### src/rtl/led_arbiter_pkg.sv
// Shared types and constants for the LED arbiter: state encoding,
// requester count, and counter widths.
package led_arbiter_pkg;

    typedef enum logic [1:0] {
        ST_IDLE  = 2'd0,
        ST_GRANT = 2'd1,
        ST_GAP   = 2'd2
    } state_t;

    localparam int N_REQ  = 4;
    localparam int GID_W  = 2;
    localparam int HOLD_W = 24;
    localparam int GAP_W  = 16;

    function automatic logic [N_REQ-1:0] onehot(input logic [GID_W-1:0] id);
        logic [N_REQ-1:0] v;
        v     = '0;
        v[id] = 1'b1;
        return v;
    endfunction

endpackage

### src/rtl/led_arbiter_sync_2ff.sv
// Two-flop synchronizer for asynchronous level inputs; resets to all ones
// so that active-low inputs read as released.
module sync_2ff #(
    parameter int WIDTH = 1
) (
    input  logic             clk,
    input  logic             rst_n,
    input  logic [WIDTH-1:0] i_d,
    output logic [WIDTH-1:0] o_q
);

    logic [WIDTH-1:0] r_meta;
    logic [WIDTH-1:0] r_sync;

    always_ff @(posedge clk or negedge rst_n) begin
        if (!rst_n) begin
            r_meta <= '1;
            r_sync <= '1;
        end else begin
            r_meta <= i_d;
            r_sync <= r_meta;
        end
    end

    assign o_q = r_sync;

endmodule

### src/rtl/led_arbiter.sv
// Round-robin arbiter granting one of four button requesters a shared LED
// for up to HOLD_CYCLES, followed by a GAP_CYCLES dark interval.
//
// state    | meaning
// ST_IDLE  | no grant, LEDs off, waiting for any request
// ST_GRANT | requester grant_id owns the LED, hold counter running
// ST_GAP   | LEDs off, gap counter running, requests ignored
module led_arbiter
    import led_arbiter_pkg::*;
#(
    parameter int HOLD_CYCLES = 6_000_000,
    parameter int GAP_CYCLES  = 600
) (
    input  logic             clk,
    input  logic             rst_n,
    input  logic [N_REQ-1:0] btn_n,
    output logic [N_REQ-1:0] led,
    output logic [GID_W-1:0] grant_id,
    output logic             busy
);

    localparam logic [HOLD_W-1:0] HOLD_LOAD = HOLD_W'(HOLD_CYCLES - 1);
    localparam logic [GAP_W-1:0]  GAP_LOAD  = GAP_W'(GAP_CYCLES - 1);

    logic [N_REQ-1:0]  w_btn_sync;
    logic [N_REQ-1:0]  w_req;
    logic              w_any;
    logic [GID_W-1:0]  w_winner;

    state_t            r_state;
    logic [N_REQ-1:0]  r_led;
    logic [GID_W-1:0]  r_grant_id;
    logic              r_busy;
    logic [HOLD_W-1:0] r_hold;
    logic [GAP_W-1:0]  r_gap;

    sync_2ff #(.WIDTH(N_REQ)) u_sync (
        .clk   (clk),
        .rst_n (rst_n),
        .i_d   (btn_n),
        .o_q   (w_btn_sync)
    );

    assign w_req = ~w_btn_sync;

    // Scan starts one past the last grantee so that it gets lowest priority.
    always_comb begin
        w_winner = r_grant_id;
        w_any    = 1'b0;
        for (int i = 1; i <= N_REQ; i++) begin
            if (!w_any && w_req[r_grant_id + GID_W'(i)]) begin
                w_winner = r_grant_id + GID_W'(i);
                w_any    = 1'b1;
            end
        end
    end

    always_ff @(posedge clk or negedge rst_n) begin
        if (!rst_n) begin
            r_state    <= ST_IDLE;
            r_led      <= '0;
            r_grant_id <= GID_W'(N_REQ - 1);
            r_busy     <= 1'b0;
            r_hold     <= '0;
            r_gap      <= '0;
        end else begin
            case (r_state)
                ST_IDLE: begin
                    if (w_any) begin
                        r_state    <= ST_GRANT;
                        r_grant_id <= w_winner;
                        r_led      <= onehot(w_winner);
                        r_busy     <= 1'b1;
                        r_hold     <= HOLD_LOAD;
                    end else begin
                        r_led  <= '0;
                        r_busy <= 1'b0;
                    end
                end
                ST_GRANT: begin
                    if (!w_req[r_grant_id] || (r_hold == '0)) begin
                        r_state <= ST_GAP;
                        r_led   <= '0;
                        r_gap   <= GAP_LOAD;
                    end else begin
                        r_hold <= r_hold - 1'b1;
                    end
                end
                ST_GAP: begin
                    // The last gap cycle doubles as the idle decision so the
                    // dark interval is exactly GAP_CYCLES long.
                    if (r_gap != '0) begin
                        r_gap <= r_gap - 1'b1;
                    end else if (w_any) begin
                        r_state    <= ST_GRANT;
                        r_grant_id <= w_winner;
                        r_led      <= onehot(w_winner);
                        r_busy     <= 1'b1;
                        r_hold     <= HOLD_LOAD;
                    end else begin
                        r_state <= ST_IDLE;
                        r_busy  <= 1'b0;
                    end
                end
                default: begin
                    r_state <= ST_IDLE;
                    r_led   <= '0;
                    r_busy  <= 1'b0;
                end
            endcase
        end
    end

    assign led      = r_led;
    assign grant_id = r_grant_id;
    assign busy     = r_busy;

endmodule

### config.mk
export PLATFORM = sky130hd
export DESIGN_NAME = led_arbiter
export DESIGN_NICKNAME = d
export VERILOG_FILES = /design/src/rtl/led_arbiter_pkg.sv /design/src/rtl/led_arbiter_sync_2ff.sv /design/src/rtl/led_arbiter.sv
export SDC_FILE = /design/constraint.sdc
export NUM_CORES = 1
export LEC_CHECK = 0
export ABC_AREA = 0
export CAP_MARGIN = 5
export CORE_MARGIN = 4
export CORE_UTILIZATION = 65
export DETAILED_ROUTE_END_ITERATION = 7
export PLACE_DENSITY = 0.89
export SLEW_MARGIN = 30
export SYNTH_ARGS = -nofsm -noshare
export SYNTH_HDL_FRONTEND = slang
export SYNTH_HIERARCHICAL = 1
export SYNTH_SLANG_ARGS = --single-unit
### constraint.sdc
create_clock -name clk -period 5.2 [get_ports clk]
set_clock_uncertainty 0.15 [all_clocks]
set_input_delay 0.78 -clock clk [delete_from_list [all_inputs] [get_ports clk]]
set_output_delay 0.78 -clock clk [all_outputs]
set_load 0.02 [all_outputs]
# --- Word-level counts from Yosys, hierarchy flattened ---
# Cells that the tools add are included.
op_classes:
  n_addsub: 5
  magnitude_cmp: 6
  n_eq_ne: 8
  mux: 41
  bitwise: 2
  n_reduce_logical: 21
op_table:
  columns: ["op", "count"]
  rows:
  - ["$mux 24", 3]
  - ["$pmux 24 s3", 1]
  - ["$mux 16", 2]
  - ["$pmux 16 s2", 1]
  - ["$logic_not 24->1", 1]
  - ["$sub 24x1->24 const B", 1]
  - ["$mux 2", 9]
  - ["$mux 4", 4]
  - ["$reduce_bool 16->1", 1]
  - ["$sub 16x1->16 const B", 1]
  - ["$lt 2x3->1 const B", 5]
  - ["$mux 1", 12]
  - ["$ne 2x2->1 const B", 6]
  - ["$pmux 4 s3", 1]
  - ["$reduce_and 3->1", 4]
  - ["$bmux 1 s2", 4]
  - ["$pmux 2 s3", 1]
  - ["$add 2x2->2 const B", 2]
  - ["$logic_and 1x1->1", 4]
  - ["$logic_not 1->1", 4]
  - ["$not 4->4", 1]
  - ["$pmux 2 s2", 1]
  - ["$reduce_and 2->1", 2]
  - ["$reduce_bool 2->1", 2]
  - ["10 further kinds", 10]
totals:
  reg_bits: 57
  word_cells: 91

# --- Longest topological paths before layout ---
# Gate-level depths: netlist of the first run.
logic_depth:
  depth_word: 20
  depth_mapped: 9
  ltp_nobuf: 7

# --- Hierarchy ---
# The synthesis of the first run kept the hierarchy.
modules_own_cells:
  columns: ["mod", "n_inst", "cells_each", "area_each_um2", "seq_area_each_um2"]
  rows:
  - ["led_arbiter", 1, 272, 2717.6, 1228.7]
  - ["sync_2ff", 1, 8, 210.2, 210.2]

# --- Worst setup path before layout of the first run ---
# No wires, ideal clock.
synth_timing:
  kind: "reg2reg"
  start: "register r_grant_id[1], in the netlist grant_id[1]"
  end: "register r_hold[11]"
  arrival_time_ns: 2.031
  required_time_ns: 4.909
  slack_ns: 2.878
  stages_incl_launch_ff: 8
  cell_sequence: "dfstp_2 -> mux4_2 -> nor2b_4 -> o21ai_2 -> buf_6 -> clkbuf_8 -> o31ai_1 -> nand3_1"
synth_between:
  elab_chain_len: 16
  elab_cells_between_ends: 28
  cone_classes: "add/sub (3); eq/ne (1); mux (15); reduce/logical (9)"
synth_lines:
  columns: ["item", "line", "source"]
  rows:
  - ["from (decl)", "led_arbiter.sv:32", "logic [GID_W-1:0] r_grant_id;"]
  - ["from (signal assigned)", "led_arbiter.sv:62", "r_grant_id <= GID_W'(N_REQ - 1);"]
  - ["from (signal assigned)", "led_arbiter.sv:71", "r_grant_id <= w_winner;"]
  - ["from (signal assigned)", "led_arbiter.sv:96", "r_grant_id <= w_winner;"]
  - ["$add 2x1->2", "led_arbiter.sv:51", "if (!w_any && w_req[r_grant_id + GID_W'(i)]) begin"]
  - ["$bmux 1 s2", "led_arbiter.sv:51", null]
  - ["$mux 1 (implied by the code)", "led_arbiter.sv:51", null]
  - ["$mux 1", "led_arbiter.sv:51", null]
  - ["$logic_not 1->1", "led_arbiter.sv:51", null]
  - ["$logic_and 1x1->1", "led_arbiter.sv:51", null]
  - ["$mux 1", "led_arbiter.sv:51", null]
  - ["$logic_not 1->1", "led_arbiter.sv:51", null]
  - ["$logic_and 1x1->1", "led_arbiter.sv:51", null]
  - ["$mux 1", "led_arbiter.sv:51", null]
  - ["$logic_not 1->1", "led_arbiter.sv:51", null]
  - ["$logic_and 1x1->1", "led_arbiter.sv:51", null]
  - ["$mux 1", "led_arbiter.sv:51", null]
  - ["$mux 24 (2 in series)", null, null]
  - ["$pmux 24 s3", null, null]
  - ["to (signal assigned)", "led_arbiter.sv:86", "r_hold <= r_hold - 1'b1;"]
  - ["to (decl)", "led_arbiter.sv:34", "logic [HOLD_W-1:0] r_hold;"]
# Several ways; a longest one is shown, not always the timed one. The select of a mux whose other input is x is not followed.
# A chain may end at the register's enable or synchronous reset.

# --- Worst setup path after layout of the first run ---
layout_timing:
  start: "register r_gap[0]"
  end: "register r_hold[2]"
layout_between:
  elab_chain_len: 3
layout_lines:
  columns: ["item", "line", "source"]
  rows:
  - ["from (decl)", "led_arbiter.sv:35", "logic [GAP_W-1:0] r_gap;"]
  - ["from (signal assigned)", "led_arbiter.sv:93", "r_gap <= r_gap - 1'b1;"]
  - ["$reduce_bool 16->1", "led_arbiter.sv:92", "if (r_gap != '0) begin"]
  - ["$ne 2x2->1 (no source line)", null, null]
  - ["$reduce_and 3->1 (no source line)", null, null]
# Every way passes these cells.

==> flow_summary.yaml, run 1 <==
global_routing:
  globalRouteOverflowTotal: 0
  grt_max_degree: 58
  grt_pass1_wl_um: 10700
  grt_pass1_vias: 2174
  antenna_found_initial: 0
  grtUsageTotal: 0.257
synth:
  synthCells: 280
  synth_area_um2: 2930
  synthXorXnorAreaFrac: 0.0389
  synth_top_family_by_area: "simple AND/OR/NAND/NOR gates"
  synth_largest_area_cell: "dfrtp_1"
  yosysWarnings: 6
  avgSynthCellArea_um2: 10.5
  synthArstFlopShare: 1.00
  yosys.area_share.simple: 0.287
  yosysSeqAreaShare: 0.491
  syn_nets: 290
  synthAdderAreaFrac: 0.0171
  synthFlopType: "dfrtp_1"
  synth-compound-area-share: 0.124
  synthMuxAreaShare: 0.0145
  ys_top_cells_by_area: "dfrtp_1 40%, dfstp_2 9.0%, nor2_1 2.9%, o21ai_0 2.7%, xor2_1 2.7%"
  synth_edf_count: 0
  synth_seq_cells: 57
  synthDistinctLibCells: 59
  synth_top_area_frac: 0.402
setup_path:
  crit_path_max_fanout: 17
  slowest_delay_ns: 0.79
  slowest_stage: "a211oi_4"
  crit_family: "compound AO/OA/AOI/OAI gates"
  cp-end-kind: "flop"
  path_buf_inv: 1
  crit_arrival_ns: 3.07
  cp_cell_sequence: "inv_1 > ha_1 > nor4b_1 > nand4_2 > a211oi_4 > a211oi_1 > a31oi_1"
  critPathKind: "flop to flop"
  cp-start-kind: "flop"
  required_ns: 5.28
sta:
  worst_slew_pin_slew_ns: 0.867
  rsz0062_at_grt: "no"
  clock.fmax_mhz: 334
  fin_crit_sh: 0.575
  tns_ns: 0
  relSlewSlack: 0.422
  slew_violations: 0
  final-setup-viol-count: 0
  final.setup.worst_slack_ns: 2.21
  finalHoldViolCount: 0
  period_minus_slack_ns: 2.99
cells_and_area:
  drive_gt1_frac: 0.150
  nets: 305
  layout_commonest_cell: "dfrtp_1"
  area_growth_syn_to_layout_pct: 10.9
  final_cell_mix: "47 x dfrtp_1, 23 x nor2_1, 20 x nand2_1"
  insertedDiodeCount: 0
clocking:
  cts_root_buf: "clkbuf_8"
  cts.path.max_buffers: 2
  cts.clk_slew.worst_paths_ns: 0.06
  cts_hold_buf: 0
  htree_levels: 3
  cts_resized: 0
  tritoncts: "yes"
  clk_latency_ns: 0.34
  post-cts-setup-buffers: 0
  cts.sinks: 57
  cts_buffers: 9
floorplan:
  start_util: 0.672
  die_area_um2: 5640
  die_w_um: 75.1
  core_region_area_um2: 4350
  row_count: 24
  ios: 13
  die_y_um: 75.1
outcome:
  status: "completed"
power_and_ir_drop:
  leakagePower_uw: 0.00121
  p_per_area_nw_per_um2: 426
  vdd_drop_max_mv: 0.377
drt:
  drc: 0
  wl_met1_um: 2770
  vias_per_cell: 6.59
  drt_iter0_markers: 178
  wire_per_inst_um: 18.3
  highest_layer: "met4"
  drt_wl_total_um: 6460
  wl_met3_um: 382
  drt_pass1_iterations: 4
  ant_nets: 0
  met2_length_um: 3080
  vias: 2319
hold_path:
  hp-class: "flop to flop"
placement:
  dp_hpwl_um: 3860
  dp_slack_ns: 2.44
  place.gp.congestion: 0.847
  io_buffers: 12
flow_run:
  max_cap_violations: 0
-- cell families (layout without fill, tap and decap cells) --
| family | Yosys count | in the layout |
|---|---|---|
| xor+xnor | 13 | 13 |
| buf+inv | 14 | 34 |
| compound gates | 54 | 54 |
| fa+ha+maj | 4 | 4 |
| simple gates | 135 | 135 |
| mux | 3 | 3 |
| flops | 57 | 57 |
-- power breakdown --
part           leakage, uW  switching (uW)  internal, uW
Combinational     0.000466             271           144
Sequential        0.000645            67.3           507
Clock             0.000102             172           224
Total              0.00121             510           875
-- synth_stat cells (3+ instances only) --
library cell and count:
a211oi_1 5, a21oi_1 8, a31oi_1 4, and3_1 3, clkbuf_1 5, dfrtp_1 47
dfstp_2 10, ha_1 4, inv_1 5, nand2_1 20, nand3_1 13, nand4_1 11
nor2_1 23, nor2b_1 4, nor3_1 13, nor3b_1 3, nor4_1 5, nor4b_1 4
o21a_1 3, o21ai_0 16, o31ai_1 4, or3_1 8, or4_1 4, or4_4 3
xnor2_1 4, xor2_1 9
-- layer usage --
metal / up-vias / GRT usage
met1: 1094 / 0.352
li1: 1084 / -
met4: 0 / 0.136
met2: 116 / 0.392
met3: 25 / 0.0414
met5: - / 0
-- registers in the layout (all words and copies together), names as in the netlist --
signal / cells
busy: 1
r_gap: 16
u_sync/r_meta: 4
led: 4
u_sync/o_q: 4
r_hold: 24
r_state: 2
grant_id: 2
-- final timing paths --
check                                      start            end  slack [ns]  cells past startpoint
worst max-delay path                    r_gap[0]      r_hold[2]        2.21                      7
worst min-delay path            u_sync/r_meta[2]  u_sync/o_q[2]        0.21                      0
worst max register to register          r_gap[0]      r_hold[2]        2.21                      7
worst min register to register  u_sync/r_meta[2]  u_sync/o_q[2]        0.21                      0
max in group asynchronous                  rst_n       r_gap[5]        4.02                      2
min in group asynchronous                  rst_n     r_hold[12]        0.43                      2
-- layout make-up --
type                            count  area, um2
Clock buffer                       14        183
Tap cell                           52       65.1
Sequential cell                    57       1440
Inverter                            5       18.8
Fill cell                         282       1110
Clock inverter                      2       10.0
Multi-Input combinational cell    209       1410
Timing Repair Buffer               13        123
-- through the flow --
| stage | power (uW) | instance area, um2 | instances | utilization | hold slack, ns |
|---|---|---|---|---|---|
| finish | 1380 | 3250 | 352 | 0.746 | 0.205 |
| global route | 1450 | 3250 | 352 | 0.746 | 0.209 |
| CTS | 1380 | 3250 | 352 | 0.746 | 0.206 |
| detailed placement | 973 | 3060 | 336 | 0.702 | 0.198 |
| global placement | 957 | 3060 | 336 | 0.702 | 0.195 |
| floorplan | 863 | 2930 | 280 | - | 0.195 |
(Power assumes the default switching activity.)
==> inputs of run 2 (changes only) <==
--- a/config.mk
+++ b/config.mk
@@ -8,9 +8,9 @@
 export ABC_AREA = 0
 export CAP_MARGIN = 5
 export CORE_MARGIN = 4
-export CORE_UTILIZATION = 65
+export CORE_UTILIZATION = 60
 export DETAILED_ROUTE_END_ITERATION = 7
-export PLACE_DENSITY = 0.89
+export PLACE_DENSITY = 0.83
 export SLEW_MARGIN = 30
 export SYNTH_ARGS = -nofsm -noshare
 export SYNTH_HDL_FRONTEND = slang
==> constraint.sdc (replaced) <==
create_clock -name clk -period 2.8 [get_ports clk]
set_clock_uncertainty 0.15 [all_clocks]
set_input_delay 0.42 -clock clk [delete_from_list [all_inputs] [get_ports clk]]
set_output_delay 0.42 -clock clk [all_outputs]
set_load 0.02 [all_outputs]
==> run 2 against run 1 <==
  * First-iteration DRC count up 13%
  * Critical path depth did not move
  * Non-clock buffer count grew 10
  * Cell count rose by 7.1%
  * Sequential power increased by 84%
  * Die area up 7.4%
  * Hold slack lost 0.0062 ns
==> flow_summary.yaml, run 2 (synthesis gave the netlist of run 1 again) <==
cells_and_area:
  drive_gt1_frac: 0.177
  nets: 315
  largest_reg_flops: 24
  insertedDiodeCount: 0
  reg_top3: "r_hold x24, r_gap x16"
  final_cell_mix: "47 x dfrtp_1, 23 x nor2_1, 20 x nand2_1"
  layout_commonest_cell: "dfrtp_1"
  largest-register: "r_hold"
  area_growth_syn_to_layout_pct: 15.7
clocking:
  cts.path.max_buffers: 2
  cts.clk_slew.worst_paths_ns: 0.07
  cts_buffers: 9
  htree_levels: 3
  post-cts-setup-buffers: 0
  cts.sinks: 57
  tritoncts: "yes"
  cts_root_buf: "clkbuf_8"
  clk_latency_ns: 0.34
global_routing:
  grt_max_degree: 32
  grtUsageTotal: 0.229
  globalRouteOverflowTotal: 0
  antenna_found_initial: 0
  grt_pass1_wl_um: 10700
  grt_pass1_vias: 2272
drt:
  drc: 0
  vias: 2293
  drt_pass1_iterations: 4
  drt_wl_total_um: 6070
  wire_per_inst_um: 16.1
  vias_per_cell: 6.08
  drt_iter0_markers: 201
  ant_nets: 0
outcome:
  status: "completed"
sta:
  fin_crit_sh: 0.920
  period_minus_slack_ns: 2.57
  final-setup-viol-count: 0
  slew_violations: 0
  worst_slew_pin_slew_ns: 0.699
  finalHoldViolCount: 0
  clock.fmax_mhz: 388
  hold_slack_ns: 0.199
  relSlewSlack: 0.534
  rsz0062_at_grt: "no"
  tns_ns: 0
setup_path:
  crit_family: "simple AND/OR/NAND/NOR gates"
  path_buf_inv: 1
  critPathKind: "flop to flop"
  required_ns: 2.94
  cp-start-kind: "flop"
  cp-end-kind: "flop"
  cp_cell_sequence: "inv_1 > ha_1 > nor4b_1 > nand4_2 > a211o_1 > nor3_1 > a21o_1"
  slowest_stage: "a211o_1"
  crit_arrival_ns: 2.71
  crit_path_max_fanout: 15
  slowest_delay_ns: 0.58
floorplan:
  die_area_um2: 6060
  row_count: 25
  die_y_um: 77.9
  die_w_um: 77.9
  core_region_area_um2: 4720
  start_util: 0.620
  ios: 13
power_and_ir_drop:
  leakagePower_uw: 0.00127
  vdd_drop_max_mv: 0.662
  p_per_area_nw_per_um2: 789
flow_run:
  max_cap_violations: 0
placement:
  dp_hpwl_um: 4100
  place.gp.congestion: 0.834
  io_buffers: 12
hold_path:
  hp-class: "flop to flop"
## run 2: cell count changes in the layout (fill, tap and decap cells not counted), sizes merged
cell	before	now
clkinvlp	0	2
clkbuf	14	12
bufinv	0	1
buf	2	11
clkinv	2	1
dlygate4sd3	0	1
## run 2: timing repair
action	4_1_cts	5_1_grt
gates resized for setup	0	1
hold buffers	1	0
hold endpoints to repair	16	0
setup endpoints to repair	0	5
## run 2: path summary, 6_finish.rpt
kind / startpoint / end / slack, ns / depth (start not counted)
setup / recovery: r_gap[0] / led[1] / 0.23 / 7
hold / removal: u_sync/r_meta[3] / u_sync/o_q[3] / 0.20 / 0
setup reg to reg: r_gap[0] / led[1] / 0.23 / 7
hold reg to reg: u_sync/r_meta[3] / u_sync/o_q[3] / 0.20 / 0
max in group asynchronous: rst_n / u_sync/o_q[0] / 1.34 / 3
min in group asynchronous: rst_n / led[1] / 0.51 / 2
## run 2: worst register-to-register path: cells and delay by family, from the launching register on
family,cells,cell delay [ns]
AO/OA/AOI/OAI,2,0.69
adder cells (fa/ha/maj),1,0.15
buffers and inverters,1,0.11
flip-flops,1,0.41
AND/OR/NAND/NOR,3,1.02
## run 2: where the power goes
| part | switching [uW] | internal [uW] | leakage, uW | total, uW |
|---|---|---|---|---|
| sequential | 118 | 942 | 0.000645 | 1060 |
| clock | 327 | 482 | 0.000105 | 809 |
| combinational | 496 | 306 | 0.000521 | 803 |
## run 2: metal layers
layer,global-route usage,up-vias,part of all wire
li1,-,1100,-
met3,0.0510,12,0.036
met5,0,-,0
met2,0.341,49,0.47
met1,0.306,1132,0.47
met4,0.133,0,0.023
## run 2: cell type report
| cell class | count | area (um2) |
|---|---|---|
| repair buffers | 23 | 213 |
| fillers | 327 | 1340 |
| clock buffers | 12 | 165 |
| flip-flops and latches | 57 | 1440 |
| inverters | 5 | 18.8 |
| clock inverters | 4 | 50.0 |
| multi-input cells | 209 | 1420 |
| well taps | 67 | 83.8 |
## run 2: stage by stage
step                worst slack [ns]  instances   util  cell area (um2)  power (uW)
finish                         0.225        377  0.717             3390        2670
global route                 0.00107        377  0.717             3390        2820
CTS                            0.248        377  0.715             3380        2680
detailed placement             0.266        360  0.668             3150        1850
global placement               0.322        360  0.668             3150        1830
floorplan                      0.478        280      -             2930        1600
==> inputs of run 3 (changes only) <==
--- a/config.mk
+++ b/config.mk
@@ -11,7 +11,7 @@
 export CORE_UTILIZATION = 60
 export DETAILED_ROUTE_END_ITERATION = 7
 export PLACE_DENSITY = 0.83
-export SLEW_MARGIN = 30
+export REMOVE_ABC_BUFFERS = 1
 export SYNTH_ARGS = -nofsm -noshare
 export SYNTH_HDL_FRONTEND = slang
 export SYNTH_HIERARCHICAL = 1
==> run 3 against run 2 <==
  * Worst setup slack better by 0.022 ns
  * Global-route usage down 0.89 points
  * Cell count is the same
  * Register-to-register slack gained 0.02 ns
  * Sequential share of layout area grew 0.65 points
  * Critical path depth unchanged
  * Routed wire length fell by 3.5%
  * Core utilization down 1.1 points
  * Critical path type unchanged
  * Critical endpoint is now led[3]
  * Largest cell class unchanged
==> flow_summary.yaml, run 3 (synthesis gave the netlist of run 1 again) <==
outcome:
  status: "completed"
setup_path:
  path_buf_inv: 1
  cp-end-kind: "flop"
  crit_arrival_ns: 2.65
  cp_cell_sequence: "inv_1 > ha_1 > nor4b_1 > nand4_2 > a211oi_4 > nand2_1 > o2bb2ai_1"
  cp-start-kind: "flop"
  r2r-start: "r_gap[0]"
  crit_path_max_fanout: 11
  slowest_stage: "a211oi_4"
  slowest_delay_ns: 0.58
  critPathKind: "flop to flop"
  reg2reg_slack_ns: 0.25
  crit_family: "simple AND/OR/NAND/NOR gates"
  crit_start: "r_gap[0]"
  required_ns: 2.90
hold_path:
  hp-class: "flop to flop"
  holdCritStartpoint: "u_sync/r_meta[1]"
clocking:
  cts.clk_slew.worst_paths_ns: 0.07
  tritoncts: "yes"
  cts.sinks: 57
  htree_levels: 3
  cts_root_buf: "clkbuf_8"
  cts.path.max_buffers: 2
  cts_buffers: 9
  clk_latency_ns: 0.34
floorplan:
  die_area_um2: 6060
  row_count: 25
  ios: 13
  core_region_area_um2: 4720
  die_w_um: 77.9
  start_util: 0.620
  die_y_um: 77.9
cells_and_area:
  layout_commonest_cell: "dfrtp_1"
  largest-register: "r_hold"
  reg_top3: "r_hold x24, r_gap x16"
  fillers: 336
  largest_reg_flops: 24
  nets: 315
  final_cell_mix: "47 x dfrtp_1, 23 x nor2_1, 20 x nand2_1"
  area_growth_syn_to_layout_pct: 13.9
  insertedDiodeCount: 0
  drive_gt1_frac: 0.177
sta:
  finalHoldViolCount: 0
  relSlewSlack: 0.576
  fin_crit_sh: 0.912
  worst_slew_pin_slew_ns: 0.632
  tns_ns: 0
  clock.fmax_mhz: 392
  final-setup-viol-count: 0
  period_minus_slack_ns: 2.55
  slew_violations: 0
  rsz0062_at_grt: "no"
drt:
  vias: 2251
  wire_per_inst_um: 15.5
  drc: 0
  vias_per_cell: 5.97
  drt_iter0_markers: 127
  ant_nets: 0
  drt_pass1_iterations: 4
  drt_wl_total_um: 5860
power_and_ir_drop:
  vdd_drop_max_mv: 0.790
  power_uw: 2510
  p_per_area_nw_per_um2: 751
  leakagePower_uw: 0.00125
global_routing:
  grt_max_degree: 32
  grtUsageTotal: 0.220
  globalRouteOverflowTotal: 0
  grt_pass1_vias: 2134
  grt_pass1_wl_um: 10300
  antenna_found_initial: 0
placement:
  place.gp.congestion: 0.879
  io_buffers: 12
  dp_hpwl_um: 4010
flow_run:
  max_cap_violations: 0
-- run 3: what timing repair did --
item	CTS	global route
gates resized for setup	0	2
hold buffers	1	0
hold endpoints to repair	26	0
setup endpoints to repair	0	4
buffers inserted	0	0
-- run 3: worst reg2reg max path, delay by kind of cell (launching register included) --
| family | cells | cell delay, ns |
|---|---|---|
| AOI/OAI and AO/OA | 2 | 0.80 |
| adders and majority gates | 1 | 0.15 |
| buffers and inverters | 1 | 0.11 |
| DFF | 1 | 0.40 |
| and+or+nand+nor | 3 | 0.85 |
-- run 3: power breakdown --
group	switching, uW	leakage [uW]	internal (uW)
combinational	498	0.000520	307
clock	329	0.0000818	314
sequential	116	0.000645	942
total	943	0.00125	1560
-- run 3: area by class of cell --
cell class / count / area [um2] / area share
Sequential cell: 57 / 1440 / 0.431
Multi-Input combinational cell: 209 / 1420 / 0.425
Timing Repair Buffer: 23 / 213 / 0.0638
Clock buffer: 10 / 128 / 0.0383
Tap cell: 67 / 83.8 / 0.0251
Clock inverter: 6 / 35.0 / 0.0105
Inverter: 5 / 18.8 / 0.00563
-- run 3: routing by layer --
| layer | vias to the layer above | track usage | wire (um) |
|---|---|---|---|
| li1 | 1108 | - | - |
| met1 | 1086 | 0.312 | 2900 |
| met3 | 12 | 0.0638 | 238 |
| met4 | 0 | 0.0925 | 110 |
| met5 | - | 0 | 0 |
| met2 | 45 | 0.313 | 2610 |
-- run 3: per-stage QoR --
stage          hold WS (ns)  instance area, um2  cells  setup WS [ns]   util
2_1_floorplan       -0.0256                2870    271          0.370      -
3_3_place_gp          0.195                3150    360          0.299  0.668
3_5_place_dp          0.197                3150    360          0.208  0.668
4_1_cts               0.206                3330    377          0.179  0.704
5_1_grt               0.211                3340    377        0.00449  0.706
6_report              0.206                3340    377          0.247  0.706
-- run 3: path summary, 6_finish.rpt --
check | endpoint | cells past startpoint
max reg2reg | led[3] | 7
min reg2reg | u_sync/o_q[1] | 0
min in group asynchronous | r_gap[1] | 2
min | u_sync/o_q[1] | 0
max in group asynchronous | u_sync/o_q[2] | 3
max | led[3] | 7
